File: config.mk
export PLATFORM = sky130hd
export DESIGN_NAME = clk_div_monitor
export DESIGN_NICKNAME = d
export VERILOG_FILES = /design/src/rtl/clk_div_monitor.sv
export SDC_FILE = /design/constraint.sdc
export NUM_CORES = 1
export LEC_CHECK = 0
export BUFFER_PORTS_ARGS = -buffer_cell sky130_fd_sc_hd__buf_2
export CORE_ASPECT_RATIO = 2
export CORE_UTILIZATION = 60
export DETAILED_ROUTE_END_ITERATION = 7
export PLACE_DENSITY = 0.8
export SLEW_MARGIN = 20
export SYNTH_ARGS = -nofsm -noshare
export SYNTH_HDL_FRONTEND = slang
export SYNTH_SLANG_ARGS = --single-unit
File: constraint.sdc
create_clock -name clk -period 2.18 [get_ports clk]
set_input_delay 0 -clock clk [delete_from_list [all_inputs] [get_ports clk]]
set_output_delay 0 -clock clk [all_outputs]
set_load 0.005 [all_outputs]
File: src/rtl/clk_div_monitor.sv
// Checks the ripple clock-divider outputs in the clk domain: measures each stage's
// half-period, tracks per-stage lock, and raises sticky period / stuck-at errors.
module clk_div_monitor #(
    parameter int NUM_STAGES  = 5,
    parameter int LOCK_COUNT  = 4,
    parameter int SYNC_STAGES = 2
) (
    input  logic                  clk,
    input  logic                  rst,
    input  logic                  en,
    input  logic [NUM_STAGES-1:0] div_in,
    input  logic                  err_clr,
    output logic [NUM_STAGES-1:0] locked,
    output logic [NUM_STAGES-1:0] err_period,
    output logic [NUM_STAGES-1:0] err_stuck,
    output logic                  all_locked
);
    localparam int CW = NUM_STAGES + 1;
    localparam int GW = 4;

    typedef enum logic [1:0] {IDLE, ARM, MEASURE, LOCKED} state_t;

    function automatic logic [CW-1:0] sat_inc(input logic [CW-1:0] v);
        return (v == '1) ? v : v + CW'(1);
    endfunction

    function automatic logic [CW-1:0] half_period(input int k);
        return CW'(1) << k;
    endfunction

    logic [NUM_STAGES-1:0] sync_q [SYNC_STAGES];
    logic [NUM_STAGES-1:0] hist_q;
    logic [NUM_STAGES-1:0] edge_det;

    state_t           state_q [NUM_STAGES];
    state_t           state_d [NUM_STAGES];
    logic [CW-1:0]    cnt_q   [NUM_STAGES];
    logic [CW-1:0]    cnt_d   [NUM_STAGES];
    logic [GW-1:0]    good_q  [NUM_STAGES];
    logic [GW-1:0]    good_d  [NUM_STAGES];
    logic [NUM_STAGES-1:0] set_period;
    logic [NUM_STAGES-1:0] set_stuck;
    logic [NUM_STAGES-1:0] locked_d;

    // Synchronizer chain followed by one history flop; every stage sees the same delay.
    always_ff @(posedge clk or negedge rst) begin
        if (!rst) begin
            for (int i = 0; i < SYNC_STAGES; i++) sync_q[i] <= '0;
            hist_q <= '0;
        end else begin
            sync_q[0] <= div_in;
            for (int i = 1; i < SYNC_STAGES; i++) sync_q[i] <= sync_q[i-1];
            hist_q <= sync_q[SYNC_STAGES-1];
        end
    end

    assign edge_det = sync_q[SYNC_STAGES-1] ^ hist_q;

    always_comb begin
        for (int k = 0; k < NUM_STAGES; k++) begin
            state_d[k]    = state_q[k];
            cnt_d[k]      = edge_det[k] ? CW'(1) : sat_inc(cnt_q[k]);
            good_d[k]     = good_q[k];
            set_period[k] = 1'b0;
            set_stuck[k]  = 1'b0;
            if (!en) begin
                state_d[k] = IDLE;
                cnt_d[k]   = '0;
                good_d[k]  = '0;
            end else begin
                case (state_q[k])
                    IDLE: begin
                        state_d[k] = ARM;
                        cnt_d[k]   = '0;
                        good_d[k]  = '0;
                    end
                    ARM: begin
                        if (edge_det[k]) state_d[k] = MEASURE;
                    end
                    default: begin
                        // Edge exactly at the expected count is a match; the count reaching
                        // the expected value without an edge means the input stopped.
                        if (edge_det[k]) begin
                            if (cnt_q[k] == half_period(k)) begin
                                if (state_q[k] == MEASURE) begin
                                    good_d[k] = good_q[k] + GW'(1);
                                    if (good_d[k] == GW'(LOCK_COUNT)) state_d[k] = LOCKED;
                                end
                            end else begin
                                set_period[k] = 1'b1;
                                good_d[k]     = '0;
                                state_d[k]    = MEASURE;
                            end
                        end else if (cnt_q[k] == half_period(k)) begin
                            set_stuck[k] = 1'b1;
                            good_d[k]    = '0;
                            state_d[k]   = ARM;
                        end
                    end
                endcase
            end
            locked_d[k] = (state_d[k] == LOCKED);
        end
    end

    always_ff @(posedge clk or negedge rst) begin
        if (!rst) begin
            for (int k = 0; k < NUM_STAGES; k++) begin
                state_q[k] <= IDLE;
                cnt_q[k]   <= '0;
                good_q[k]  <= '0;
            end
            locked     <= '0;
            err_period <= '0;
            err_stuck  <= '0;
            all_locked <= 1'b0;
        end else begin
            for (int k = 0; k < NUM_STAGES; k++) begin
                state_q[k] <= state_d[k];
                cnt_q[k]   <= cnt_d[k];
                good_q[k]  <= good_d[k];
            end
            locked     <= locked_d;
            err_period <= (err_period & ~{NUM_STAGES{err_clr}}) | set_period;
            err_stuck  <= (err_stuck  & ~{NUM_STAGES{err_clr}}) | set_stuck;
            // Needs lock both now and next cycle, so it rises one cycle after the last
            // stage locks but falls together with any locked bit.
            all_locked <= (&locked) & (&locked_d);
        end
    end
endmodule

== Word-level counts from Yosys, hierarchy flattened ==
Index checks and enable logic that the tools add are counted.
Word-level totals
  output and inout port bits: 16
  bits of input ports: 9
  word-level logic and storage cells: 236
  bits in registers: 91
Operators by class
  bitwise operators: 7
  mux-type cells: 130
  reduce and logical (&&, ||, !) cells: 17
  equality and inequality tests: 50
  add/sub/neg operators: 10
Operators with widths (number)
  $mux 6: 20
  $mux 4: 25
  $mux 2: 35
  $mux 1: 40
  $pmux 4 s2: 5
  $add 6x1->6 const B: 5
  $eq 6x6->1 const B: 5
  $ne 5x3->1 const B: 5
  $add 4x1->4 const B: 5
  $eq 2x2->1 const B: 10
  $eq 4x3->1 const B: 5
  $ne 4x1->1 const B: 5
  $ne 4x3->1 const B: 5
  $pmux 2 s2: 5
  $reduce_and 3->1: 5
  $and 5x5->5: 2
  $eq 2x1->1 const B: 5
  $logic_not 2->1: 5
  $ne 2x2->1 const B: 5
  $or 5x5->5: 2
  $reduce_and 5->1: 2
  $reduce_or 2->1: 5
  $eq 6x1->1 const B: 1
  $eq 6x2->1 const B: 1
  6 further kinds: 6

== Depth between registers and ports, before layout ==
  depth after elaboration: 11
  mapped depth: 7
  mapped depth without buffers: 7

== Least setup slack after synthesis ==
OpenSTA, ideal clock, no wires.
  kind: register to register
  from: reg cnt_q[25] (netlist name)
  to: reg good_q[18] (netlist name)
  path buffers: 0
  required time: 2.054 ns
  clock period less this slack: 1.907 ns
  library setup time: 0.126 ns
  setup slack: 0.273 ns
  stages on the path, launching flop included: 8
  arrival time: 1.781 ns
  cells stage by stage: dfrtp_1 inv_1 ha_1 or4b_4 or2_4 nand3_1 a21boi_1 a221o_1
On the way
  word-level cells in the longest chain between the ends: 5
  elaborated cells on any way between the ends: 8
  classes of those cells: eq/ne (3); mux (4); reduce/logical (1)
Ends and longest elaborated chain
  start, declared: RTL line 37  | logic [CW-1:0] cnt_q [NUM_STAGES];
  start signal, assigned by index: RTL line 120  | cnt_q[k] <= cnt_d[k];
  $eq 6x1->1 *: RTL line 84, 94
  $mux 4: RTL line 84  | if (cnt_q[k] == half_period(k)) begin
  $mux 4: RTL line 83  | if (edge_det[k]) begin
  $pmux 4 s2: RTL line 71  | case (state_q[k])
  $mux 4: RTL line 66  | if (!en) begin
  end signal, assigned by index: RTL line 121  | good_q[k] <= good_d[k];
  end, declared: RTL line 39  | logic [GW-1:0] good_q [NUM_STAGES];
Mark *: on every way between the ends. The rest lies on a longest branch, timed or not.
A chain may end at the register's enable or synchronous reset.

== Worst setup path after layout ==
  from: reg cnt_q[12] (netlist name)
  to: reg good_q[8] (netlist name)
On the way
  word-level cells in the longest chain between the ends: 5
  elaborated cells on any way between the ends: 8
  classes of those cells: eq/ne (3); mux (4); reduce/logical (1)
Ends and longest elaborated chain (RTL line)
  $eq 6x3->1 *: 84, 94
  $mux 4: 84
  $mux 4: 83
  $pmux 4 s2: 71
  $mux 4: 66
Marks and branches as above.

==> run summary <==
* **top_reg_cell synth** dfrtp_1
* **floorplan row count** 45
* **biggest area consumer among synthesized cells** dfrtp_1
* **width of the chip** 64.5 um
* **number of violations reported at the end of detailed-routing iteration 0** 218
* **core outline area** 7540 um^2
* **number of register bits inferred by synthesis** 91
* **overall global routing resource usage** 25.6%
* **CTS root buf** clkbuf_16
* **most used standard cell by instance count after synthesis** dfrtp_1
* **vias after detailed routing** 3644
* **Yosys warning count** 0
* **critical path arrival** 2.28 ns
* **Final Core Density** 69.9%
* **highest cell delay on the worst timing path** 0.53 ns
* **Hold/Removal Path Class** input pin to flop
* **setup slack at placement** 0.189 ns
* **largest vdd supply drop** 653 uV
* **die area** 8180 um^2
* **count of final setup violators** 0
* **crit path launch type** flop
* **post-layout worst setup margin** 0.172 ns
* **Least-Margin Pin Slew** 0.621 ns
* **design area** 5270 um^2
* **post-route minimum period** 2.01 ns
* **total negative setup slack** 0 ns
* **average routed wire per standard cell** 15.5 um
* **final routed DRC violation total** 0
* **count of pins on the block boundary** 25
* **post-synthesis instance total** 466
* **post-place instance area** 4920 um^2
* **Diodes inserted** 0
* **# H-tree levels** 3
* **power density of the placed cells** 699 nW/um^2
* **biggest fanout along the worst timing path** 4
* **fraction of final layout cells with drive strength greater than 1** 11.9%
* **total CTS buffers** 9
* **maximum count of clock buffers along a single path** 2
* **number of violations of the max-capacitance limit** 0
* **Setup Buffers After CTS** 0
* **insertion delay of the later-clocked pin in the worst-skew pair** 0.34 ns
* **Power, Total** 3.69 mW
* **fmax** 0.498 GHz
* **class of the most critical setup path** flop to flop
* **number of global-route vias before repair** 3605
* **final slew viol count** 0
* **portion of the post-synthesis area used by sequential elements** 48.6%
* **initial core utilization** 62.1%
* **pin count of the biggest net entering global routing** 64
* **initial antenna violation count** 0
* **post-synthesis net count** 495
* **TritonCTS clock tree** done
* **status** completed
* **largest clock skew in the final design** 0.00557 ns
* **overall overflow remaining after global route** 0
* **gpl congestion** 0.852
* **area growth from synthesis to layout** 12.6%
* **share of flip-flops with an asynchronous set or reset** 100%
* **post-layout net count** 529
* **average vias per placed instance** 6.08
* **Cell variety after synth** 56
* **Area contributors post-synth** dfrtp_1, ha_1, nand3_1
* **number of flops mapped to enable cells by yosys** 0
* **top-area cell type share of the netlist area** 48.6%
* **total wire length** 9270 um
* **Fin. Hold Viols** 0
* **total of fill cells in the finished design** 553
* **clock transition at the register clock pins on the worst setup and hold paths after CTS** 0.06 ns
* **slowest cell on the critical path** a21boi_0
* **total half-perimeter wirelength after legalization and detailed placement** 6650 um
* **Slew HR** 58.2%
* **RSZ-0062 raised after global routing** false
* **final antenna-violating net count** 0
* **Port Buffers** 24
* **First-pass DRT Iterations** 5
* **chip height** 127 um
* **global-route wire length before repair** 16200 um
* **endpoint kind of the worst setup timing path** flop
* **worst-path cell chain** inv_1 -> ha_1 -> nand4bb_1 -> o31ai_1 -> nand2_1 -> a21boi_0 -> mux2_2
* **critical path required time** 2.45 ns
* **average footprint of a synthesized cell** 10.0 um^2
* **static leakage power** 2.43 nW
* **Commonest cells post-synth** dfrtp_1, nor2_1, nand3_1
* **Tcrit/Tclk final** 92.1%
* **Post-Synthesis Cell Area** 4680 um^2
* **number of sinks driven by the clock tree** 91
-- area by class of cell --
cell class / instances / area (um^2) / area share [%]
clock inverters: 1 / 5.00 / 0.0949
flip-flops and latches: 91 / 2280 / 43.2
inverters: 25 / 93.8 / 1.78
clock buffers: 15 / 288 / 5.46
well taps: 94 / 118 / 2.23
multi-input cells: 340 / 2270 / 43.1
repair buffers: 33 / 218 / 4.13
-- flip-flops by register name, summed over array words and instances, names as in the netlist, 5 cells and up --
| signal | count |
|---|---|
| hist_q | 5 |
| cnt_q | 30 |
| sync_q | 10 |
| err_stuck | 5 |
| err_period | 5 |
| locked | 5 |
| good_q | 20 |
| state_q | 10 |
-- worst paths after layout --
| kind | startpoint | cells past startpoint | slack, ns | to |
|---|---|---|---|---|
| min in group asynchronous | rst | 2 | 0.12 | cnt_q[5] |
| hold reg to reg | sync_q[9] | 0 | 0.34 | sync_q[4] |
| hold / removal | err_clr | 2 | 0.04 | err_period[2] |
| setup / recovery | cnt_q[12] | 7 | 0.17 | good_q[8] |
| max in group asynchronous | rst | 3 | 1.40 | good_q[16] |
| setup reg to reg | cnt_q[12] | 7 | 0.17 | good_q[8] |
-- layout by cell type (no fill, tap or decap), drive strengths merged, types with 4 or more instances in the layout --
| master | synthesis | final |
|---|---|---|
| a21o | 7 | 7 |
| a21boi | 9 | 9 |
| or2 | 8 | 8 |
| nor2 | 38 | 38 |
| o32ai | 7 | 7 |
| nand3 | 29 | 29 |
| o21ai | 21 | 21 |
| clkbuf | 8 | 15 |
| a21oi | 22 | 22 |
| nor3b | 7 | 7 |
| xor2 | 5 | 5 |
| nand3b | 5 | 5 |
| buf | 2 | 27 |
| and3 | 13 | 13 |
| mux2 | 4 | 4 |
| o31ai | 5 | 5 |
| a31oi | 10 | 10 |
| nor3 | 11 | 11 |
| a22o | 10 | 10 |
| nor4 | 5 | 5 |
| and3b | 6 | 6 |
| ha | 20 | 20 |
| o21a | 5 | 5 |
| a211oi | 6 | 6 |
| nand2 | 28 | 28 |
| xnor2 | 15 | 15 |
| nor2b | 9 | 9 |
| dlygate4sd3 | 0 | 6 |
| dfrtp | 91 | 91 |
| inv | 25 | 25 |
-- where the power goes --
group	internal [mW]	total [mW]	leakage (nW)	switching [mW]
sequential	1.75	1.84	1.22	0.0826
clock	0.897	1.50	0.146	0.603
combinational	0.144	0.352	1.07	0.208
-- logic make-up (layout without fill, tap and decap cells) --
| kind of cell | Yosys count | after routing | share of synthesized area, % |
|---|---|---|---|
| compound gates | 124 | 124 | 18.3 |
| flops | 91 | 91 | 48.6 |
| xor+xnor | 20 | 20 | 3.74 |
| fa+ha+maj | 20 | 20 | 5.34 |
| simple gates | 170 | 170 | 19.8 |
| mux | 6 | 6 | 1.39 |
| buf+inv | 35 | 74 | 2.83 |
-- metal layers --
layer / global-route usage [%] / vias to the layer above / routed length (um)
met5: 0 / - / 0
met4: 13.6 / 0 / 298
met3: 5.04 / 28 / 244
met2: 45.0 / 69 / 5010
met1: 28.4 / 1792 / 3710
li1: - / 1755 / -
-- timing repair --
item                                   in CTS  in global routing
resized for setup                           0                  0
hold buffers                                6                  0
endpoints found under the hold margin      34                  0
-- through the flow --
step                      hold slack [ns]  std cells
after floorplan                    -0.296        466
after global placement            -0.0545        577
after detailed placement          -0.0492        577
after CTS                          0.0327        599
after global routing               0.0567        599
final                              0.0420        599
-- critical path: cells and delay by family, from the launching register on --
family          cells  cell delay, ns
fa+ha+maj           1            0.14
mux                 1            0.27
buf+inv             1            0.07
simple gates        2            0.26
compound gates      2            0.81
flops               1            0.41
No activity file was read; power rests on OpenSTA's default activity.
